[src/rtl/cover_pkg.sv]
// Shared types and sizing helpers for the toggle-coverage path.
// Imported by cover_toggle_detect and cover_popcount.
package cover_pkg;

    typedef enum logic [1:0] {
        WARMUP,
        PRIME,
        RUN
    } toggle_state_t;

    localparam int WARM_CNT_W = 8;

    function automatic int COVER_CNT_W(input int w);
        return $clog2(w + 1);
    endfunction

endpackage

[src/rtl/cover_popcount.sv]
// Combinational adder tree counting set bits of a vector.
// Recursively splits the vector in halves down to single bits.
module cover_popcount
    import cover_pkg::*;
#(
    parameter int WIDTH = 65
) (
    input  logic [WIDTH-1:0]                bits,
    output logic [COVER_CNT_W(WIDTH)-1:0]   count
);

    localparam int CW = COVER_CNT_W(WIDTH);

    if (WIDTH == 1) begin : g_leaf
        assign count = bits;
    end else begin : g_node
        localparam int LO  = WIDTH / 2;
        localparam int HI  = WIDTH - LO;
        localparam int LCW = COVER_CNT_W(LO);
        localparam int HCW = COVER_CNT_W(HI);

        logic [LCW-1:0] cnt_lo;
        logic [HCW-1:0] cnt_hi;

        cover_popcount #(.WIDTH(LO)) u_lo (
            .bits  (bits[LO-1:0]),
            .count (cnt_lo)
        );

        cover_popcount #(.WIDTH(HI)) u_hi (
            .bits  (bits[WIDTH-1:LO]),
            .count (cnt_hi)
        );

        assign count = CW'(cnt_lo) + CW'(cnt_hi);
    end

endmodule

[src/rtl/cover_toggle_detect.sv]
// Per-bit rise+fall toggle detector feeding the coverage reporter.
// Optional COVER_TOGGLE_REPEAT_EN: re-arm each bit after it pulses.
module cover_toggle_detect
    import cover_pkg::*;
#(
    parameter int WIDTH         = 65,
    parameter int WARMUP_CYCLES = 4
) (
    input  logic                            clock,
    input  logic                            reset,
    input  logic [WIDTH-1:0]                sig,
    input  logic                            en,
    input  logic                            clear,
    output logic [WIDTH-1:0]                valid,
    output logic [COVER_CNT_W(WIDTH)-1:0]   covered_cnt,
    output logic                            all_covered
);

    localparam int CW = COVER_CNT_W(WIDTH);
    localparam logic [CW:0] MAXC = (CW+1)'(WIDTH);
    localparam logic [WARM_CNT_W-1:0] WLAST =
        (WARMUP_CYCLES == 0) ? '0 : WARM_CNT_W'(WARMUP_CYCLES - 1);

    toggle_state_t          state;
    toggle_state_t          state_nxt;
    logic [WARM_CNT_W-1:0]  warm_cnt;
    logic                   warm_done;
    logic                   in_warm;
    logic                   in_prime;
    logic                   in_run;
    logic                   rec;

    logic [WIDTH-1:0] prev;
    logic [WIDTH-1:0] rise_seen;
    logic [WIDTH-1:0] fall_seen;
    logic [WIDTH-1:0] covered;
    logic [WIDTH-1:0] rise;
    logic [WIDTH-1:0] fall;
    logic [WIDTH-1:0] rs;
    logic [WIDTH-1:0] fs;
    logic [WIDTH-1:0] fire;
    logic [WIDTH-1:0] fresh;
    logic [WIDTH-1:0] keep;
    logic [CW-1:0]    fresh_cnt;
    logic [CW:0]      sum;

    assign warm_done = (WARMUP_CYCLES == 0) || (warm_cnt == WLAST);

    always_ff @(posedge clock) begin
        if (reset || clear)
            state <= WARMUP;
        else
            state <= state_nxt;
    end

    always_comb begin
        state_nxt = state;
        unique case (state)
            WARMUP:  if (warm_done) state_nxt = PRIME;
            PRIME:   state_nxt = RUN;
            RUN:     state_nxt = RUN;
            default: state_nxt = WARMUP;
        endcase
    end

    always_comb begin
        in_warm  = 1'b0;
        in_prime = 1'b0;
        in_run   = 1'b0;
        unique case (1'b1)
            (state == PRIME): in_prime = 1'b1;
            (state == RUN):   in_run   = 1'b1;
            default:          in_warm  = 1'b1;
        endcase
    end

    always_ff @(posedge clock) begin
        if (reset || clear || !in_warm)
            warm_cnt <= '0;
        else if (!warm_done)
            warm_cnt <= warm_cnt + WARM_CNT_W'(1);
    end

    assign rec  = in_run & en;
    assign rise = sig & ~prev;
    assign fall = ~sig & prev;
    assign rs   = rise_seen | rise;
    assign fs   = fall_seen | fall;

`ifdef COVER_TOGGLE_REPEAT_EN
    // A completed bit re-arms so each later rise+fall pair pulses again.
    assign fire = rec ? (rs & fs) : '0;
    assign keep = ~fire;
`else
    assign fire = rec ? (rs & fs & ~covered) : '0;
    assign keep = '1;
`endif

    assign fresh = fire & ~covered;

    cover_popcount #(.WIDTH(WIDTH)) u_popcount (
        .bits  (fresh),
        .count (fresh_cnt)
    );

    assign sum = {1'b0, covered_cnt} + {1'b0, fresh_cnt};

    always_ff @(posedge clock) begin
        if (reset || clear) begin
            prev        <= '0;
            rise_seen   <= '0;
            fall_seen   <= '0;
            covered     <= '0;
            valid       <= '0;
            covered_cnt <= '0;
        end else begin
            if (in_prime || in_run)
                prev <= sig;
            if (rec) begin
                rise_seen <= rs & keep;
                fall_seen <= fs & keep;
            end
            valid       <= fire;
            covered     <= covered | fresh;
            covered_cnt <= (sum > MAXC) ? MAXC[CW-1:0] : sum[CW-1:0];
        end
    end

    assign all_covered = (covered_cnt == MAXC[CW-1:0]);

endmodule

[config.mk]
export PLATFORM = sky130hd
export DESIGN_NAME = cover_toggle_detect
export DESIGN_NICKNAME = d
export VERILOG_FILES = /design/src/rtl/cover_pkg.sv /design/src/rtl/cover_popcount.sv /design/src/rtl/cover_toggle_detect.sv
export SDC_FILE = /design/constraint.sdc
export NUM_CORES = 1
export LEC_CHECK = 0
export CAP_MARGIN = 10
export CORE_ASPECT_RATIO = 0.7
export CORE_MARGIN = 2
export CORE_UTILIZATION = 56
export CTS_CLUSTER_SIZE = 28
export DETAILED_ROUTE_END_ITERATION = 7
export PLACE_DENSITY = 0.87
export SLEW_MARGIN = 40
export SYNTH_ARGS = -nofsm -noshare
export SYNTH_HDL_FRONTEND = slang
export SYNTH_HIERARCHICAL = 1
export SYNTH_SLANG_ARGS = --single-unit
[constraint.sdc]
create_clock -name clock -period 9.5 [get_ports clock]
set_clock_uncertainty 0.05 [all_clocks]
set_input_delay 1.425 -clock clock [delete_from_list [all_inputs] [get_ports clock]]
set_output_delay 1.425 -clock clock [all_outputs]
set_load 0.1 [all_outputs]
# --- Yosys cells after proc, flatten, opt, wreduce, memory -nomap -nowiden ---
# Index checks and enable logic that the tools add are counted.
totals:
  ff_bits: 342
  latch_bits: 0
  mem_bits_rw: 0
  rom_bits: 0
  input_bits: 69
  elab_cells: 105
  memories: 0
classes:
  addsub: 66
  mul: 0
  div: 0
  n_lt_le_gt_ge: 1
  n_eq_ne: 5
  shifts: 0
  muxes: 6
  bitwise_logic: 12
  n_reduce_logical: 6
op_table:
  columns: ["op", "count"]
  rows:
  - ["bitwise AND 65 bit", 5]
  - ["inverter 65 bit", 3]
  - ["bitwise OR 65 bit", 3]
  - ["2-to-1 mux 65 bit", 1]
  - ["adder 1 x 1 -> 2 bit", 32]
  - ["adder 2 x 2 -> 3 bit", 16]
  - ["adder 3 x 3 -> 4 bit", 8]
  - ["adder 4 x 4 -> 5 bit", 4]
  - ["adder 5 x 5 -> 6 bit", 2]
  - ["adder 7 x 7 -> 8 bit", 1]
  - ["adder 8 x 1 -> 8 bit, second input constant", 1]
  - ["== test 8 x 2 -> 1 bit, second input constant", 1]
  - ["greater-than comparator 8 x 7 -> 1 bit, second input constant", 1]
  - ["adder 6 x 6 -> 7 bit", 1]
  - ["== test 7 bit, second input constant", 1]
  - ["2-to-1 mux 7 bit", 1]
  - ["case mux 2 bit (2 select lines)", 1]
  - ["OR reduction 2 bit", 2]
  - ["logical OR 1 bit", 3]
  - ["adder 1 x 2 -> 2 bit", 1]
  - ["== test 2 x 1 -> 1 bit, second input constant", 1]
  - ["== test 2 bit, second input constant", 1]
  - ["logical NOT 2 bit", 1]
  - ["2-to-1 mux 1 bit", 2]
  - ["other kinds (3)", 3]

# --- Logic depth before layout (Yosys ltp) ---
# Gate-level depths: netlist of run 1.
depth:
  ltp_word: 17
  mapped_depth: 34

# --- Modules after synthesis ---
# Netlist of run 1, hierarchy kept.
by_module_without_submodules:
  columns: ["module", "instances", "cells_each", "area_each_um2", "seq_area_each_um2"]
  rows:
  - ["cover_toggle_detect", 1, 1474, 12808.5, 6846.6]
  - ["cover_popcount at u_popcount.g_node.u_hi.g_node.u_hi.g_node.u_hi.g_node.u_hi ...", 16, 7, 51.3, 0.0]
  - ["cover_popcount at u_popcount.g_node.u_hi.g_node.u_hi.g_node.u_hi ...", 8, 12, 95.1, 0.0]
  - ["cover_popcount at u_popcount.g_node.u_hi.g_node.u_hi ...", 4, 16, 136.4, 0.0]
  - ["cover_popcount at u_popcount.g_node.u_hi.g_node.u_hi.g_node.u_hi.g_node.u_hi.g_node.u_hi.g_node.u_hi.g_node.u_hi ...", 65, 1, 7.5, 0.0]
  - ["cover_popcount at u_popcount.g_node.u_hi.g_node.u_hi.g_node.u_hi.g_node.u_hi.g_node.u_hi.g_node.u_hi ...", 32, 1, 12.5, 0.0]
  - ["cover_popcount at u_popcount.g_node.u_hi ...", 2, 17, 158.9, 0.0]
  - ["cover_popcount at u_popcount", 1, 28, 242.7, 0.0]
  - ["cover_popcount at u_popcount.g_node.u_hi.g_node.u_hi.g_node.u_hi.g_node.u_hi.g_node.u_hi", 1, 2, 21.3, 0.0]

# --- Worst setup path after synthesis of run 1 ---
# No wires, ideal clock.
synth_path:
  path_kind: "input to register"
  start: "input en"
  end: "register covered_cnt[0]"
  setup_ps: 116
  arrival_ps: 7305
  slack_ps: 2029
  cell_stages: 32
  n_path_buf: 3
  path_cell_list: "nand2_1 -> clkbuf_1 -> buf_2 -> a21oi_1 -> nor2b_1 -> buf_4 -> ha_1 -> ha_1 -> ha_1 -> inv_1 -> fa_1 -> inv_1 -> inv_1 -> fa_1 -> inv_1 -> inv_1 -> fa_1 -> inv_1 -> fa_1 -> a21o_1 -> a21oi_1 -> xnor2_1 -> ha_1 -> o21a_1 -> o31a_2 -> a21oi_1 -> ha_1 -> a21oi_1 -> nand2_1 -> nor3_1 -> o2111ai_1 -> a31o_2"
synth_via:
  elab_chain_cells: 13
synth_lines:
  columns: ["element", "line", "text"]
  rows:
  - ["start: declaration", "cover_toggle_detect.sv:12", "input logic en,"]
  - ["bitwise AND 1 bit", "cover_toggle_detect.sv:84", "assign rec = in_run & en;"]
  - ["2-to-1 mux 65 bit", "cover_toggle_detect.sv:95", "assign fire = rec ? (rs & fs & ~covered) : '0;"]
  - ["bitwise AND 65 bit", "cover_toggle_detect.sv:99", "assign fresh = fire & ~covered;"]
  - ["named net fresh[63]", "cover_toggle_detect.sv:42", "logic [WIDTH-1:0] fresh;"]
  - ["adder 1 x 1 -> 2 bit", "cover_popcount.sv:35", "assign count = CW'(cnt_lo) + CW'(cnt_hi);"]
  - ["named net u_popcount.g_node.u_hi.g_node.u_hi.g_node.u_hi.g_node.u_hi.g_node.u_hi.g_node.cnt_hi[0]", "cover_popcount.sv:23", "logic [HCW-1:0] cnt_hi;"]
  - ["adder 1 x 2 -> 2 bit", "cover_popcount.sv:35", null]
  - ["named net u_popcount.g_node.u_hi.g_node.u_hi.g_node.u_hi.g_node.u_hi.g_node.cnt_hi[0]", "cover_popcount.sv:23", null]
  - ["[... 1 more ...]", null, null]
  - ["named net u_popcount.g_node.u_hi.g_node.u_hi.g_node.u_hi.g_node.cnt_hi[1]", "cover_popcount.sv:23", null]
  - ["[... 1 more ...]", null, null]
  - ["named net u_popcount.g_node.u_hi.g_node.u_hi.g_node.cnt_hi[1]", "cover_popcount.sv:23", null]
  - ["[... 1 more ...]", null, null]
  - ["named net u_popcount.g_node.u_hi.g_node.cnt_hi[1]", "cover_popcount.sv:23", null]
  - ["adder 5 x 5 -> 6 bit", "cover_popcount.sv:35", null]
  - ["named net u_popcount.g_node.cnt_hi[4]", "cover_popcount.sv:23", null]
  - ["adder 6 x 6 -> 7 bit", "cover_popcount.sv:35", null]
  - ["named net fresh_cnt[4]", "cover_toggle_detect.sv:44", "logic [CW-1:0] fresh_cnt;"]
  - ["adder 7 x 7 -> 8 bit", "cover_toggle_detect.sv:106", "assign sum = {1'b0, covered_cnt} + {1'b0, fresh_cnt};"]
  - ["greater-than comparator 8 x 7 -> 1 bit", "cover_toggle_detect.sv:125", "covered_cnt <= (sum > MAXC) ? MAXC[CW-1:0] : sum[CW-1:0];"]
  - ["2-to-1 mux 7 bit", "cover_toggle_detect.sv:125", null]
  - ["end signal: assignment", "cover_toggle_detect.sv:125", null]
  - ["end: declaration", "cover_toggle_detect.sv:15", "output logic [COVER_CNT_W(WIDTH)-1:0] covered_cnt,"]
# The timed path passes the listed nets, and every way through them passes these cells.
# A chain may end at the register's enable or synchronous reset.

# --- Final worst setup path of run 1 ---
layout_path:
  start: "input en"
  end: "register covered_cnt[0]"
layout_rtl:
  columns: ["element", "line", "text"]
  rows:
  - ["bitwise AND 1 bit", "cover_toggle_detect.sv:84", null]
  - ["2-to-1 mux 65 bit", "cover_toggle_detect.sv:95", null]
  - ["bitwise AND 65 bit", "cover_toggle_detect.sv:99", null]
  - ["named net fresh[58]", "cover_toggle_detect.sv:42", null]
  - ["adder 1 x 1 -> 2 bit", "cover_popcount.sv:35", null]
  - ["named net u_popcount.g_node.u_hi.g_node.u_hi.g_node.u_hi.g_node.u_lo.g_node.cnt_hi[0]", "cover_popcount.sv:23", null]
  - ["adder 2 x 2 -> 3 bit", "cover_popcount.sv:35", null]
  - ["named net u_popcount.g_node.u_hi.g_node.u_hi.g_node.u_hi.g_node.cnt_lo[1]", "cover_popcount.sv:22", "logic [LCW-1:0] cnt_lo;"]
  - ["[... 1 more ...]", null, null]
  - ["named net u_popcount.g_node.u_hi.g_node.u_hi.g_node.cnt_hi[1]", "cover_popcount.sv:23", null]
  - ["[... 1 more ...]", null, null]
  - ["named net u_popcount.g_node.u_hi.g_node.cnt_hi[1]", "cover_popcount.sv:23", null]
  - ["adder 5 x 5 -> 6 bit", "cover_popcount.sv:35", null]
  - ["named net u_popcount.g_node.cnt_hi[4]", "cover_popcount.sv:23", null]
  - ["adder 6 x 6 -> 7 bit", "cover_popcount.sv:35", null]
  - ["named net fresh_cnt[4]", "cover_toggle_detect.sv:44", null]
  - ["adder 7 x 7 -> 8 bit", "cover_toggle_detect.sv:106", null]
  - ["greater-than comparator 8 x 7 -> 1 bit", "cover_toggle_detect.sv:125", null]
  - ["2-to-1 mux 7 bit", "cover_toggle_detect.sv:125", null]
# The timed path passes the listed nets, and every way through them passes these cells.

==> run metrics, run 1 <==
Post-synth EDFFs 0; sequential-to-total area share from yosys stat between 40% and 50%; status complete, no violations; Final Cell Area about 0.018 mm²; Pre-Repair DR Iteration Count 6; Critical Path Start Type input pin; Mapped Area ~0.016 mm²; Worst EP required a little under 10 ns; final core occ approximately 63%; ANT nets after route 0; worst slew pin tran approximately 0.8 ns; DR WL/cell ~14 µm; clk_lat worst skew between 0.5 and 0.6 ns; Yosys reg bits ~340; final wirelength around 34 mm; # diodes 0; Die Area around 0.031 mm²; first-pass GRT wire length between 50 and 60 mm; post-cts repair resize count 0; RSZ-0062 raised after global routing no; worst hold path type flop to flop; peak supply drop 0.150 mV; Slew HR between 40% and 50%; grt total ovfl 0; Die Width 209 µm; Fin. Hold Viols 0; fin. max-slew vios 0; final total power approximately 0.0028 W; # H-tree levels 1; Area growth syn-to-layout 11.6%; nets ~2200; Hold WS 0.414 ns; largest net degree at the start of global routing between 90 and 100; Top cell by count, worst path inv_1; io pins about 140; Worst path max stage delay 0.53 ns; Vias/cell slightly above 5; placed wire-length estimate about 24 mm; Mapped Cells 1907; Final Setup Violations 0; layout cells sized above 1 between 8 and 9%; root buffer cell clkbuf_16; syn_area_per_cell roughly 8.6 µm²; Clock Pin Slew Worst Setup and Hold Paths approximately 0.06 ns; number of global-route vias before repair around 12000; CP Capture Type flop; DRC Markers 0; initial antenna violation count 0; Inserted Clock Buffers 31; post-synth cell types between 40 and 50; worst path bufs/invs 8; crit path DAT 8.35 ns; Synth Flop Type dfxtp_1; starting density of the core approximately 57%; # clock sinks 342; CTS tree built; row cnt between 50 and 60; Power Dens Cells 153 mW/mm²; post-CTS setup repair buffer count 0; Die Y around 150 µm; Peak Freq roughly 0.13 GHz; CTS Hold Bufs 0; CP max FO 39; min Tclk post-route about 7.9 ns; delay-heaviest family, CP adder cells; IO buf count ~140; fraction of synthesis flops using an asynchronous set or reset pin 0%; Lkg Pwr roughly 7.6 nW; CORE AREA 0.0289 mm²; period utilisation layout between 80 and 90%; Synth Warn # 6; RD Place Congestion 0.829; MaxCap Viol Count 0; Placed Area 0.0173 mm²; Total GRT Usage a little over a fifth; Critical Path Slowest Stage Cell clkdlybuf4s50_1; sum of negative setup slack 0 ns; drt initial violations 710; Crit Path Category input pin to flop; via count between 10000 and 15000; clock tree buffer depth 3; net count after synthesis roughly 2100
## final timing paths
| path | slack, ns | depth (start not counted) | start | to |
|---|---|---|---|---|
| worst max-delay path | 1.56 | 30 | en | covered_cnt[0]$_SDFF_PP0_ |
| worst min-delay path | 0.41 | 2 | fall_seen[47]$_SDFFE_PP0P_ | fall_seen[47]$_SDFFE_PP0P_ |
| worst max register to register | 2.22 | 31 | state[0]$_SDFFE_PP0P_ | covered_cnt[0]$_SDFF_PP0_ |
| worst min register to register | 0.41 | 2 | fall_seen[47]$_SDFFE_PP0P_ | fall_seen[47]$_SDFFE_PP0P_ |
## metrics by stage
step / worst slack [ns] / std cells
2_1_floorplan: 2.03 / 1907
3_3_place_gp: 1.04 / 2300
3_5_place_dp: 1.06 / 2301
4_1_cts: 1.65 / 2359
5_1_grt: 1.24 / 2359
6_report: 1.56 / 2359
## tightest hold or removal path, cell delays in order (launching register included)
cell     delay [ns]
dfxtp_1        0.32
a21oi_1        0.04
nor2_1         0.07
## placed cells by master (no fill, tap or decap), types with 8 or more instances in the layout
cell               n
dfxtp_1          342
nor2_1           340
a21oi_1          214
nor2b_1          199
inv_1            136
ha_1             115
nand2_1           81
buf_2             73
o21ai_0           72
clkdlybuf4s50_1   68
and2_1            66
mux2i_1           66
fa_1              32
clkbuf_16         31
xnor2_1           30
nand3_1           15
clkinv_2          10
clkbuf_8           9
a21o_1             8
## synth_stat cells, types with 8 or more instances
| master | n | area [µm²] |
|---|---|---|
| and2_1 | 67 | 419 |
| inv_1 | 136 | 510 |
| fa_1 | 32 | 641 |
| nor2_1 | 341 | 1280 |
| a21o_1 | 8 | 60.1 |
| buf_4 | 65 | 488 |
| ha_1 | 116 | 1450 |
| a21oi_1 | 214 | 1070 |
| nor2b_1 | 199 | 1240 |
| nand3_1 | 15 | 75.1 |
| clkbuf_1 | 45 | 169 |
| nand2_1 | 82 | 308 |
| o21ai_0 | 72 | 360 |
| mux2i_1 | 66 | 661 |
| buf_2 | 19 | 95.1 |
| xnor2_1 | 30 | 263 |
| dfxtp_1 | 342 | 6850 |
## flip-flops by register name (all words and copies together) (netlist names)
name / cells
prev: 65
warm_cnt: 8
state: 2
covered_cnt: 7
fall_seen: 65
valid: 65
covered: 65
rise_seen: 65
## report_power, final
part           switching [W]  total [W]  internal (W)
Combinational      0.0000453  0.0000825     0.0000372
Sequential       0.000000862    0.00144       0.00143
Clock               0.000554    0.00128      0.000723
## final cells by class
type | instances | area, µm²
multi-input cells | 1297 | 8320
clock inverters | 17 | 150
flip-flops and latches | 342 | 6850
clock buffers | 41 | 903
well taps | 378 | 473
fillers | 2365 | 10600
inverters | 136 | 510
repair buffers | 148 | 1110
## logic make-up (layout without fill, tap and decap cells)
group | Yosys count | count (layout) | synth area share, %
and+or+nand+nor | 726 | 726 | 21.3
DFF | 342 | 342 | 41.7
AOI/OAI and AO/OA | 320 | 320 | 10.4
buffers and inverters | 268 | 342 | 7.76
adders and majority gates | 148 | 148 | 12.8
muxes | 66 | 66 | 4.03
xor gates and xnor gates | 37 | 37 | 2.02
## metal layers
metal  up-vias  wire [µm]  track usage, %
met1      5742      15700            29.1
met3        59       1550            3.91
li1       6186          -               -
met2       257      15400            36.5
met4         0        842            6.64
met5         -          0               0
(Power assumes the default switching activity.)
==> inputs of run 2 (changes only) <==
--- a/config.mk
+++ b/config.mk
@@ -8,10 +8,10 @@
 export CAP_MARGIN = 10
 export CORE_ASPECT_RATIO = 0.7
 export CORE_MARGIN = 2
-export CORE_UTILIZATION = 56
+export CORE_UTILIZATION = 53
 export CTS_CLUSTER_SIZE = 28
 export DETAILED_ROUTE_END_ITERATION = 7
-export PLACE_DENSITY = 0.87
+export PLACE_DENSITY = 0.86
 export SLEW_MARGIN = 40
 export SYNTH_ARGS = -nofsm -noshare
 export SYNTH_HDL_FRONTEND = slang
==> constraint.sdc (replaced) <==
create_clock -name clock -period 6.8 [get_ports clock]
set_clock_uncertainty 0.05 [all_clocks]
set_input_delay 1.02 -clock clock [delete_from_list [all_inputs] [get_ports clock]]
set_output_delay 1.02 -clock clock [all_outputs]
set_load 0.1 [all_outputs]
==> run 2 against run 1 <==
  * Final cell count rose by 7.3%
  * Total power rose by 44%
  * Wire length rose by 22%
  * Die area rose by 5.5%
  * First-iteration DRC count rose by 39%
  * Largest power group unchanged
==> run metrics, run 2 (synthesized netlist as in run 1, its figures left out) <==
worst slew pin tran 0.782 ns (-0.0381 ns); drt initial violations 985 (+39%); Area growth syn-to-layout 27.6%; number of global-route vias before repair 13000 (+6.3%); Worst path max stage delay 0.56 ns (+0.03 ns); worst hold path type flop to flop; # clock sinks 342 (unchanged); Slew HR 47.9% (+2.5 points); Crit Path Category input pin to flop; DRC Markers 0 (unchanged); crit path DAT 7.06 ns (-1.29 ns); CTS tree built; Top cell by count, worst path inv_1; min Tclk post-route between 6 and 7 ns; RD Place Congestion 0.874 (+5.5%); status complete, no violations; Pre-Repair DR Iteration Count 5 (-1); row cnt 53 (+1.9%); Die Y 151 µm (+2.7%); Fill cells 2077 (-12%); starting density of the core 54.3% (-2.5 points); Lkg Pwr 9.23 nW (+21%); CP Capture Type flop; largest net degree at the start of global routing 132 (+36%); nets 2311 (+6.4%); clk_lat worst skew 0.52 ns (-0.06 ns); most common cell after layout, fill and taps aside dfxtp_1; peak supply drop 0.141 mV (-6.1%); Inserted Clock Buffers 35 (+13%); CP max FO 4 (-90%); Multi-input gate area 0.00968 mm² (+16%); sum of negative setup slack 0 ns (unchanged); Critical Path Slowest Stage Cell fa_1; # H-tree levels 2 (+1); placed wire-length estimate 24.1 mm (+2.4%); via count 13300 (+9.0%); fin. max-slew vios 0 (unchanged); Die Width 214 µm (+2.7%); delay-heaviest family, CP adder cells; initial antenna violation count 2 (+2); IO buf count 141 (unchanged); Worst EP required 7.16 ns (-2.75 ns); Final Setup Violations 0 (unchanged); worst path bufs/invs 8 (unchanged); Peak Freq roughly 0.15 GHz; grt total ovfl 0 (unchanged); final wirelength 40.8 mm (+22%); Power Dens Cells 192 mW/mm² (+26%); Vias/cell 5.27 (+1.6%); layout cells sized above 1 25.0% (+17 points); root buffer cell clkbuf_16; MaxCap Viol Count 0 (unchanged); CORE AREA 0.0302 mm² (+4.7%); period utilisation layout a little over nine tenths; Critical Path Start Type input pin; CTS Hold Bufs 0 (unchanged); Die Area 0.0324 mm² (+5.5%); Clock Pin Slew Worst Setup and Hold Paths 0.06 ns (about the same); Total GRT Usage 22.8% (+0.94 points); clock tree buffer depth 3 (unchanged); most frequent cells in the layout dfxtp_1, nor2_1, a21oi_1, buf_4, inv_1; io pins 142 (unchanged); Hold WS 0.409 ns (-0.00532 ns); register area 0.00685 mm² (unchanged); Fin. Hold Viols 0 (unchanged); first-pass GRT wire length 61.1 mm (+8.7%); ANT nets after route 0 (unchanged); DR WL/cell 16.1 µm (+13%)
-- run 2: cell types whose count changed in the layout (fill, tap and decap cells not counted), sizes merged, moves of 15 or more --
cell / change
clkbuf: +16
clkdlybuf4s50: -66
buf: +133
dlymetal6s2s: +39
dlygate4sd2: +15
-- run 2: final timing paths --
path | from | end | slack [ns] | cells after the start
max | sig[16] | covered_cnt[0]$_SDFF_PP0_ | 0.1 | 30
min | fall_seen[40]$_SDFFE_PP0P_ | fall_seen[40]$_SDFFE_PP0P_ | 0.41 | 2
min reg2reg | fall_seen[40]$_SDFFE_PP0P_ | fall_seen[40]$_SDFFE_PP0P_ | 0.41 | 2
max reg2reg | state[0]$_SDFFE_PP0P_ | covered_cnt[0]$_SDFF_PP0_ | 0.15 | 29
-- run 2: tightest hold or removal path: cells and delay by family (launching register included) --
| family | cells | cell delay (ns) |
|---|---|---|
| flip-flops | 1 | 0.32 |
| AND/OR/NAND/NOR | 1 | 0.06 |
| AO/OA/AOI/OAI | 1 | 0.04 |
-- run 2: timing repair --
item,CTS,global route
setup endpoints to repair,7,7
resized for setup,220,244
pin swaps,48,73
setup buffers,38,33
gates cloned,1,0
-- run 2: report_power, final --
| part | total (W) | switching, W | internal (W) | leakage (nW) |
|---|---|---|---|---|
| clock network | 0.00189 | 0.000807 | 0.00108 | 0.555 |
| registers | 0.00201 | 0.00000155 | 0.00200 | 2.75 |
| logic | 0.000133 | 0.0000701 | 0.0000628 | 5.92 |
-- run 2: area by class of cell --
type / instances / area share, %
Antenna cell: 1 / 0.0120
Clock buffer: 46 / 4.77
Clock inverter: 15 / 0.568
Inverter: 136 / 2.44
Multi-Input combinational cell: 1297 / 46.2
Sequential cell: 342 / 32.7
Tap cell: 412 / 2.46
Timing Repair Buffer: 282 / 10.8
-- run 2: per-layer routing --
| metal | wire length, µm | part of all wire, % | up-vias | global-route usage, % |
|---|---|---|---|---|
| li1 | - | - | 6481 | - |
| met1 | 17300 | 42 | 6373 | 28.2 |
| met2 | 20300 | 50 | 381 | 40.6 |
| met3 | 2030 | 5.0 | 107 | 3.94 |
| met4 | 1170 | 2.9 | 2 | 7.71 |
| met5 | 13 | 0.032 | - | 0 |
-- run 2: metrics by stage --
stage	setup WS, ns	util [%]	power, W	cell area (µm²)	cells
floorplan	0.0172	-	0.00210	16400	1907
global placement	-0.610	60.0	0.00216	18100	2394
detailed placement	-0.849	59.0	0.00217	17800	2396
CTS	0.000174	65.8	0.00403	19900	2496
global route	-0.135	69.2	0.00415	20900	2530
finish	0.0955	69.2	0.00403	20900	2531
==> inputs of run 3 (changes only) <==
--- a/config.mk
+++ b/config.mk
@@ -11,6 +11,7 @@
 export CORE_UTILIZATION = 53
 export CTS_CLUSTER_SIZE = 28
 export DETAILED_ROUTE_END_ITERATION = 7
+export HOLD_SLACK_MARGIN = 0.02
 export PLACE_DENSITY = 0.86
 export SLEW_MARGIN = 40
 export SYNTH_ARGS = -nofsm -noshare
==> results of run 3 <==
Final layout, timing and power as in run 2 (identical DEF).
